`src/rtl/serial_adder_pkg.sv`:
```
// serial_adder_pkg: shared types and helpers for the digit-serial adder.
//   state_t : control FSM encoding (IDLE / RUN / DONE)
//   cnt_w() : width of a counter that must be able to hold the value n
package serial_adder_pkg;

  typedef enum logic [1:0] {
    IDLE = 2'd0,
    RUN  = 2'd1,
    DONE = 2'd2
  } state_t;

  // Step counter width; clamp to 1 so a degenerate N still yields a legal vector.
  function automatic int cnt_w(input int n);
    return (n < 1) ? 1 : $clog2(n + 1);
  endfunction

endpackage

```
`src/rtl/serial_adder_digit_adder.sv`:
```
// digit_adder: combinational DIGIT-bit ripple-carry adder built from a chain
// of full-adder cells.
//   a, b : DIGIT-bit operand slices
//   ci   : carry into bit 0
//   s    : DIGIT-bit sum slice
//   co   : carry out of bit DIGIT-1
module digit_adder #(
  parameter int DIGIT = 1
) (
  input  logic [DIGIT-1:0] a,
  input  logic [DIGIT-1:0] b,
  input  logic             ci,
  output logic [DIGIT-1:0] s,
  output logic             co
);

  logic [DIGIT:0] c;

  assign c[0] = ci;

  for (genvar i = 0; i < DIGIT; i++) begin : g_fa
    assign s[i]   = a[i] ^ b[i] ^ c[i];
    assign c[i+1] = (a[i] & b[i]) | (c[i] & (a[i] ^ b[i]));
  end

  assign co = c[DIGIT];

endmodule

```
`src/rtl/serial_adder.sv`:
```
// serial_adder: digit-serial a + b + cin, DIGIT bits per clock over
// N = WIDTH/DIGIT cycles, with valid/ready handshakes on both sides.
//   clk, rst_n          : clock, async active-low reset
//   in_valid / in_ready : operand handshake (a, b, cin [, sub])
//   out_valid/out_ready : result handshake (sum, cout [, overflow])
// Optional feature macro SERIAL_ADDER_SUB_EN: adds 'sub' (computes a + ~b + cin)
// and 'overflow' (two's-complement signed overflow of the result).
module serial_adder
  import serial_adder_pkg::*;
#(
  parameter int WIDTH = 8,
  parameter int DIGIT = 1
) (
  input  logic             clk,
  input  logic             rst_n,
  input  logic             in_valid,
  output logic             in_ready,
  input  logic [WIDTH-1:0] a,
  input  logic [WIDTH-1:0] b,
  input  logic             cin,
  output logic             out_valid,
  input  logic             out_ready,
  output logic [WIDTH-1:0] sum,
`ifdef SERIAL_ADDER_SUB_EN
  input  logic             sub,
  output logic             overflow,
`endif
  output logic             cout
);

  localparam int N  = WIDTH / DIGIT;
  localparam int CW = cnt_w(N);

  if (WIDTH < 1 || DIGIT < 1 || (WIDTH % DIGIT) != 0) begin : g_bad_cfg
    $error("serial_adder: WIDTH must be >= 1 and a multiple of DIGIT");
  end

  state_t            state, nxt;
  logic [WIDTH-1:0]  a_sr, b_sr;
  logic              carry;
  logic [CW-1:0]     cnt;
  logic [DIGIT-1:0]  ds;
  logic              dco;
  logic              last;
  logic [WIDTH-1:0]  sum_nxt;
  logic [WIDTH-1:0]  b_in;

`ifdef SERIAL_ADDER_SUB_EN
  assign b_in = sub ? ~b : b;
`else
  assign b_in = b;
`endif

  digit_adder #(.DIGIT(DIGIT)) u_dig (
    .a  (a_sr[DIGIT-1:0]),
    .b  (b_sr[DIGIT-1:0]),
    .ci (carry),
    .s  (ds),
    .co (dco)
  );

  // Result digits enter at the MSB end so after N steps the LSB digit sits at bit 0.
  if (DIGIT == WIDTH) begin : g_sum_full
    assign sum_nxt = ds;
  end else begin : g_sum_shift
    assign sum_nxt = {ds, sum[WIDTH-1:DIGIT]};
  end

  assign last      = (cnt == CW'(N - 1));
  assign in_ready  = (state == IDLE);
  assign out_valid = (state == DONE);

  always_ff @(posedge clk or negedge rst_n) begin
    if (!rst_n) state <= IDLE;
    else        state <= nxt;
  end

  always_comb begin
    nxt = state;
    case (state)
      IDLE:    if (in_valid)  nxt = RUN;
      RUN:     if (last)      nxt = DONE;
      DONE:    if (out_ready) nxt = IDLE;
      default:                nxt = IDLE;
    endcase
  end

  always_ff @(posedge clk or negedge rst_n) begin
    if (!rst_n) begin
      a_sr     <= '0;
      b_sr     <= '0;
      carry    <= 1'b0;
      cnt      <= '0;
      sum      <= '0;
      cout     <= 1'b0;
`ifdef SERIAL_ADDER_SUB_EN
      overflow <= 1'b0;
`endif
    end else begin
      case (state)
        IDLE: if (in_valid) begin
          a_sr  <= a;
          b_sr  <= b_in;
          carry <= cin;
          cnt   <= '0;
        end
        RUN: begin
          sum   <= sum_nxt;
          a_sr  <= a_sr >> DIGIT;
          b_sr  <= b_sr >> DIGIT;
          carry <= dco;
          cnt   <= cnt + CW'(1);
          if (last) begin
            cout <= dco;
`ifdef SERIAL_ADDER_SUB_EN
            // Carry into the MSB is recovered as s ^ a ^ b of that bit.
            overflow <= ds[DIGIT-1] ^ a_sr[DIGIT-1] ^ b_sr[DIGIT-1] ^ dco;
`endif
          end
        end
        default: ;
      endcase
    end
  end

endmodule

```
`config.mk`:
```
export PLATFORM = sky130hd
export DESIGN_NAME = serial_adder
export DESIGN_NICKNAME = d
export VERILOG_FILES = /design/src/rtl/serial_adder_pkg.sv /design/src/rtl/serial_adder_digit_adder.sv /design/src/rtl/serial_adder.sv
export SDC_FILE = /design/constraint.sdc
export NUM_CORES = 1
export LEC_CHECK = 0
export ABC_AREA = 1
export CAP_MARGIN = 20
export CELL_PAD_IN_SITES_DETAIL_PLACEMENT = 1
export CELL_PAD_IN_SITES_GLOBAL_PLACEMENT = 1
export CORE_ASPECT_RATIO = 0.9
export CORE_MARGIN = 2
export CORE_UTILIZATION = 37
export CTS_BUF_LIST = sky130_fd_sc_hd__clkbuf_4
export DETAILED_ROUTE_END_ITERATION = 10
export GPL_TIMING_DRIVEN = 0
export PLACE_DENSITY_LB_ADDON = 0.15
export SYNTH_ARGS = -nofsm -noshare
export SYNTH_HDL_FRONTEND = slang
export SYNTH_HIERARCHICAL = 1
export SYNTH_SLANG_ARGS = --single-unit
```
`constraint.sdc`:
```
create_clock -name clk -period 2.6 [get_ports clk]
set_input_delay 0.26 -clock clk [delete_from_list [all_inputs] [get_ports clk]]
set_output_delay 0.26 -clock clk [all_outputs]
set_load 0.005 [all_outputs]
```
==> metrics.md, run 1 <==
| Metric | Value |
|---|---|
| Clock Pin Slew Worst Setup and Hold Paths | `100 ps` |
| DRT iter0 DRCs | `47` |
| Wirelength per Cell | `15.06 um` |
| Vias in the first global route | `1379` |
| Status | `completed` |
| Post-layout min period | `2189 ps` |
| Post-synth net total | `186` |
| RSZ-0062 raised after global routing | `false` |
| Final hold violation count | `0` |
| Seq/Total Area, Yosys | `0.5594` |
| CTS tree | `yes` |
| PwrDens | `1075 nW/um^2` |
| Crit start category | `flip-flop` |
| Die X | `69.56 um` |
| Largest family of logic cells by synthesized area | `simple AND/OR/NAND/NOR gates` |
| Routability Congestion | `0.7405` |
| Hold Crit Class | `primary input to flip-flop` |
| Largest cells by area after synthesis | `dfrtp_1 (56%), nand3_1 (19%), nand2_1 (10%)` |
| Clock latency on the worst-skew pair | `330 ps` |
| Leakage power | `0.8888 nW` |
| Setup TNS Final | `0 ps` |
| P&R area growth vs syn | `30.94%` |
| Initial antenna violation count | `0` |
| Global route overflow | `0` |
| Htree depth | `2` |
| # IOs | `32` |
| Final setup fails | `0` |
| Max-cap viol count | `0` |
| TritonCTS Buffers | `5` |
| Register area | `800.8 um^2` |
| Pin count of the biggest net entering global routing | `33` |
| Xor and xnor area share after synthesis | `0` |
| DRT Pass-1 Iters | `4` |
| Max Slew Vio Count | `0` |
| Layout cells sized above 1 | `0.1040` |
| Worst Path Class, Setup | `flip-flop to primary output` |
| Routed WL | `3734 um` |
| First-pass GRT wire length | `6375 um` |
| CP endpoint kind | `primary output` |
| Post-CTS setup buffers | `0` |
| Worst-margin pin slew | `715.6 ps` |
| Seq cells post-synth | `32` |
| CP required | `2340 ps` |
| Synth Area in Simple Gates | `0.3103` |
| Routed Antenna Nets | `0` |
| Post-synth top area share | `0.5594` |
| Worst hold slack | `310.2 ps` |
| N_diodes | `0` |
| Multi-input gate area | `541.8 um^2` |
| Mux share of post-synthesis cell area | `0` |
| Fmax | `0.4569 GHz` |
| Post-detail-place hpwl | `2660 um` |
| Synth Instances | `163` |
| Post-synth cell types | `18` |
| Clk_skew | `10.33 ps` |
| Avg Cell Area, Syn | `8.781 um^2` |
| Compound-Gate Fraction of Synth Area | `0.04545` |
| Synth Cell Area | `1431 um^2` |
| Worst Hold Launch | `in_valid` |
| Core Box Area | `3705 um^2` |
| Worst reg2reg startpoint | `state[0]` |
| DRC Markers | `0` |
| Input/output buffers | `30` |
| Die area | `4383 um^2` |
| Standard-cell rows | `21` |
| Synth area leader | `dfrtp_1` |
| Chip Height | `63.01 um` |
| Max IR drop VDD | `0.0006274 V` |
| CP arrival | `1930 ps` |
| Fillcell total | `445` |
| Final period utilization | `0.8418` |
| Total vias in the final route | `1322` |
| Relative slew slack | `0.5229` |
| CTS max path bufs | `2` |
| Nets@finish | `224` |
| Post-synthesis adder-cell area fraction | `0.02273` |
| Vias per cell | `5.331` |
| Setup crit start | `state[0]` |
| Total track usage | `0.1854` |
| Worst Path Max Fanout | `10` |
| Clock sinks | `32` |
| Synth warn | `6` |
| Initial core utilization | `0.3864` |
| Root Driver | `clkbuf_4` |
## state kept, by name, indices dropped and copies added, names as in the netlist
name and cells:
a_sr 8, b_sr 8, sum 8, cnt 4
state 2, carry 1, cout 1
## cells in the mapped netlist
cell      count
nand3_1      54
nand2_1      38
dfrtp_1      32
o21ai_0      10
buf_2         7
inv_1         6
nor2_1        5
buf_4         1
buf_6         1
clkbuf_1      1
clkbuf_2      1
fa_1          1
ha_1          1
inv_2         1
nand4_1       1
nor2_2        1
o21bai_1      1
o31ai_1       1
## worst max-delay path, cell delays in order, from the launching register on
cell	delay, ps
dfrtp_1	450
nor2_2	290
buf_2	310
clkdlybuf4s50_1	560
## worst paths after layout
path                                  to  slack, ps  cells after the start
worst min-delay path             b_sr[3]        310                      3
min in group asynchronous         sum[3]        500                      2
worst max register to register   a_sr[6]       1280                      4
worst min register to register      cout        480                      2
worst max-delay path            in_ready        410                      3
max in group asynchronous         cnt[1]       1630                      2
## area by class of cell
type | instances | area share
plain buffers | 11 | 0.03338
clock buffers | 6 | 0.02403
clock inverters | 2 | 0.01869
inverters | 7 | 0.01402
multi-input cells | 113 | 0.2891
flip-flops and latches | 32 | 0.4272
well taps | 46 | 0.03071
repair buffers | 31 | 0.1629
## power breakdown
group	leakage [nW]	switching [mW]	internal [mW]	total [mW]
clock	0.0456	0.170	0.212	0.382
combinational	0.431	0.449	0.354	0.803
sequential	0.412	0.139	0.691	0.830
total	0.889	0.759	1.26	2.02
## cell usage in the layout (no fill, tap or decap)
cell             count
buf_2                8
buf_4                1
buf_6                1
bufinv_16            1
clkbuf_1             1
clkbuf_2             1
clkbuf_4             6
clkdlybuf4s50_1     29
clkinv_2             1
dfrtp_1             32
dlygate4sd3_1        1
fa_1                 1
ha_1                 1
inv_1                6
inv_2                1
nand2_1             38
nand3_1             54
nand4_1              1
nor2_1               5
nor2_2               1
o21ai_0             10
o21bai_1             1
o31ai_1              1
## through the flow
stage | std cells | total power [mW] | setup slack, ps | util | instance area (um^2)
floorplan | 163 | 1.288 | 1514 | - | 1431
global placement | 239 | 1.598 | 630.7 | 0.4829 | 1789
detailed placement | 239 | 1.657 | 763.0 | 0.4816 | 1784
CTS | 248 | 2.049 | 388.2 | 0.5059 | 1874
global route | 248 | 2.186 | 300.1 | 0.5059 | 1874
finish | 248 | 2.016 | 411.2 | 0.5059 | 1874
## routing by layer
layer  track usage  up-vias  routed length [um]
li1              -      623                   -
met1        0.2315      659                1669
met2        0.3077       34                1822
met3       0.05000        6                 191
met4       0.06863        0                  50
met5             0        -                   0
## logic make-up (layout without fill, tap and decap cells)
logic type / after synthesis / in the layout
buf+inv: 18 / 57
simple gates: 99 / 99
fa+ha+maj: 2 / 2
flops: 32 / 32
compound gates: 12 / 12
## what timing repair did
action                     CTS  global route
setup endpoints to repair    0             0
hold endpoints to repair    19             0
hold buffers                 1             0
resized for setup            0             0
No activity file was read; power rests on OpenSTA's default activity.
==> run 2, diff against run 1 <==
Settings changed: CORE_UTILIZATION 37 to 34.
Clock period 2.6 ns to 1.9 ns, I/O delays scaled along.
==> metrics.md, run 2 (same netlist as run 1, synthesis figures left out) <==
| Metric | Value |
|---|---|
| Length in cells of the worst reg-to-reg path | `6` |
| CP arrival | `1620 ps` |
| Largest regs | `a_sr (8), b_sr (8), sum (8)` |
| Post-layout min period | `1815 ps` |
| Vias per cell | `5.100` |
| Die X | `72.40 um` |
| Commonest non-fill, non-tap cells in the layout | `nand3_1 (54), nand2_1 (38), dfrtp_1 (32)` |
| Sw frac | `0.3890` |
| Placement Cell Area | `1787 um^2` |
| Root Driver | `clkbuf_4` |
| Part of the power in registers | `0.429` |
| Htree depth | `2` |
| CTS tree | `yes` |
| Routed WL | `3766 um` |
| First-pass GRT wire length | `6251 um` |
| Routed Antenna Nets | `0` |
| Inst Count DP | `241` |
| CP required | `1710 ps` |
| Leakage power | `0.8823 nW` |
| Nets@finish | `225` |
| Worst Path Max Fanout | `10` |
| Max IR drop VDD | `0.0005438 V` |
| Post-detail-place hpwl | `2659 um` |
| Chip Height | `65.56 um` |
| Layout cells sized above 1 | `0.1034` |
| Fin area | `1868 um^2` |
| DRC Markers | `0` |
| CTS max path bufs | `2` |
| Worst reg2reg startpoint | `cnt[0]` |
| DRT Pass-1 Iters | `4` |
| CP endpoint kind | `primary output` |
| Most common cell after layout, fill and taps aside | `nand3_1` |
| Worst-margin pin slew | `751.4 ps` |
| Hold Crit Endpoint | `b_sr[6]` |
| Core Box Area | `4074 um^2` |
| TritonCTS Buffers | `5` |
| Worst Path Class, Setup | `flip-flop to primary output` |
| Clk_skew | `10.69 ps` |
| Setup TNS Final | `0 ps` |
| Max-cap viol count | `0` |
| Final hold violation count | `0` |
| Final period utilization | `0.9552` |
| Sw Pwr | `1.034 mW` |
| Combinational Power Share | `0.421` |
| Fmax | `0.5510 GHz` |
| Reg2reg end | `cout` |
| Crit start category | `flip-flop` |
| Routability Congestion | `0.7183` |
| Tot Pwr | `2.658 mW` |
| Relative slew slack | `0.4990` |
| Clock latency on the worst-skew pair | `330 ps` |
| Global route overflow | `0` |
| DRT iter0 DRCs | `50` |
| Wirelength per Cell | `15.00 um` |
| Initial core utilization | `0.3514` |
| Total track usage | `0.1730` |
| P&R area growth vs syn | `30.51%` |
| Final setup fails | `0` |
| P_int | `1.624 mW` |
| N_diodes | `0` |
| Status | `completed` |
| RSZ-0062 raised after global routing | `false` |
| Worst Hold Launch | `in_valid` |
| Clock Pin Slew Worst Setup and Hold Paths | `110 ps` |
| Non-Filler Instances | `251` |
| Max Slew Vio Count | `0` |
| Vias in the first global route | `1285` |
| Clk network pwr share | `0.150` |
| Pin count of the biggest net entering global routing | `33` |
| Input/output buffers | `30` |
| Hold Crit Class | `primary input to flip-flop` |
| Clock sinks | `32` |
| Total vias in the final route | `1280` |
| Standard-cell rows | `22` |
| PwrDens | `1423 nW/um^2` |
| Initial antenna violation count | `0` |
| # IOs | `32` |
| Die area | `4746 um^2` |
| Hold Path Depth | `3` |
| R2r setup slk | `670 ps` |
## run 2: changes by cell type in the layout (fill, tap and decap cells not counted)
cell       delta
clkbuf_4      +1
nor2_4        +1
clkinv_2      -1
nor2_2        -1
buf_4         +2
buf_2         -1
bufinv_16     -1
clkinv_1      +1
## run 2: area by class of cell
class	count	area, um^2
timing repair buffer	32	312.8
clock inverter	1	3.754
buffer	11	65.06
clock buffer	7	52.55
tap	48	60.06
sequential	32	800.8
fill	481	2206
multi-input combinational	113	546.8
inverter	7	26.28
## run 2: worst max path at each step
stage,from,endpoint,slack (ps)
after floorplan,a_sr[0],sum[7],810
after global placement,rst_n,a_sr[4],-20
after detailed placement,state[0],in_ready,190
after CTS,state[0],in_ready,70
after global routing,state[0],in_ready,20
final,state[0],in_ready,90
## run 2: power by group through the flow
stage	clock (mW)	combinational, mW	sequential (mW)
floorplan	0	0.649	1.11
global placement	0	1.06	1.13
detailed placement	0	1.10	1.15
CTS	0.413	1.14	1.14
global route	0.460	1.26	1.18
finish	0.399	1.12	1.14
## run 2: critical path: stages (launching register included)
cell and delay (ps):
dfrtp_1 460, nor2_4 150, buf_4 180, clkdlybuf4s50_1 520
## run 2: routing by layer
| layer | share of wire | vias to the layer above | track usage |
|---|---|---|---|
| met5 | 0 | - | 0 |
| met4 | 0.014 | 0 | 0.06250 |
| met3 | 0.040 | 7 | 0.04294 |
| met2 | 0.47 | 29 | 0.2775 |
| met1 | 0.47 | 622 | 0.2267 |
| li1 | - | 622 | - |
## run 2: what timing repair did
| action | in CTS | in global routing |
|---|---|---|
| endpoints found under the setup margin | 1 | 0 |
| hold buffers | 1 | 0 |
| resized for setup | 2 | 0 |
| hold endpoints to repair | 32 | 0 |
| setup buffers | 1 | 0 |
## run 2: metrics by stage
stage	hold slack, ps	utilization	worst slack, ps
after floorplan	-105.6	-	814.5
after global placement	459.4	0.4398	-18.67
after detailed placement	294.9	0.4386	189.9
after CTS	213.5	0.4585	73.61
after global routing	205.5	0.4585	17.14
final	217.9	0.4585	85.20
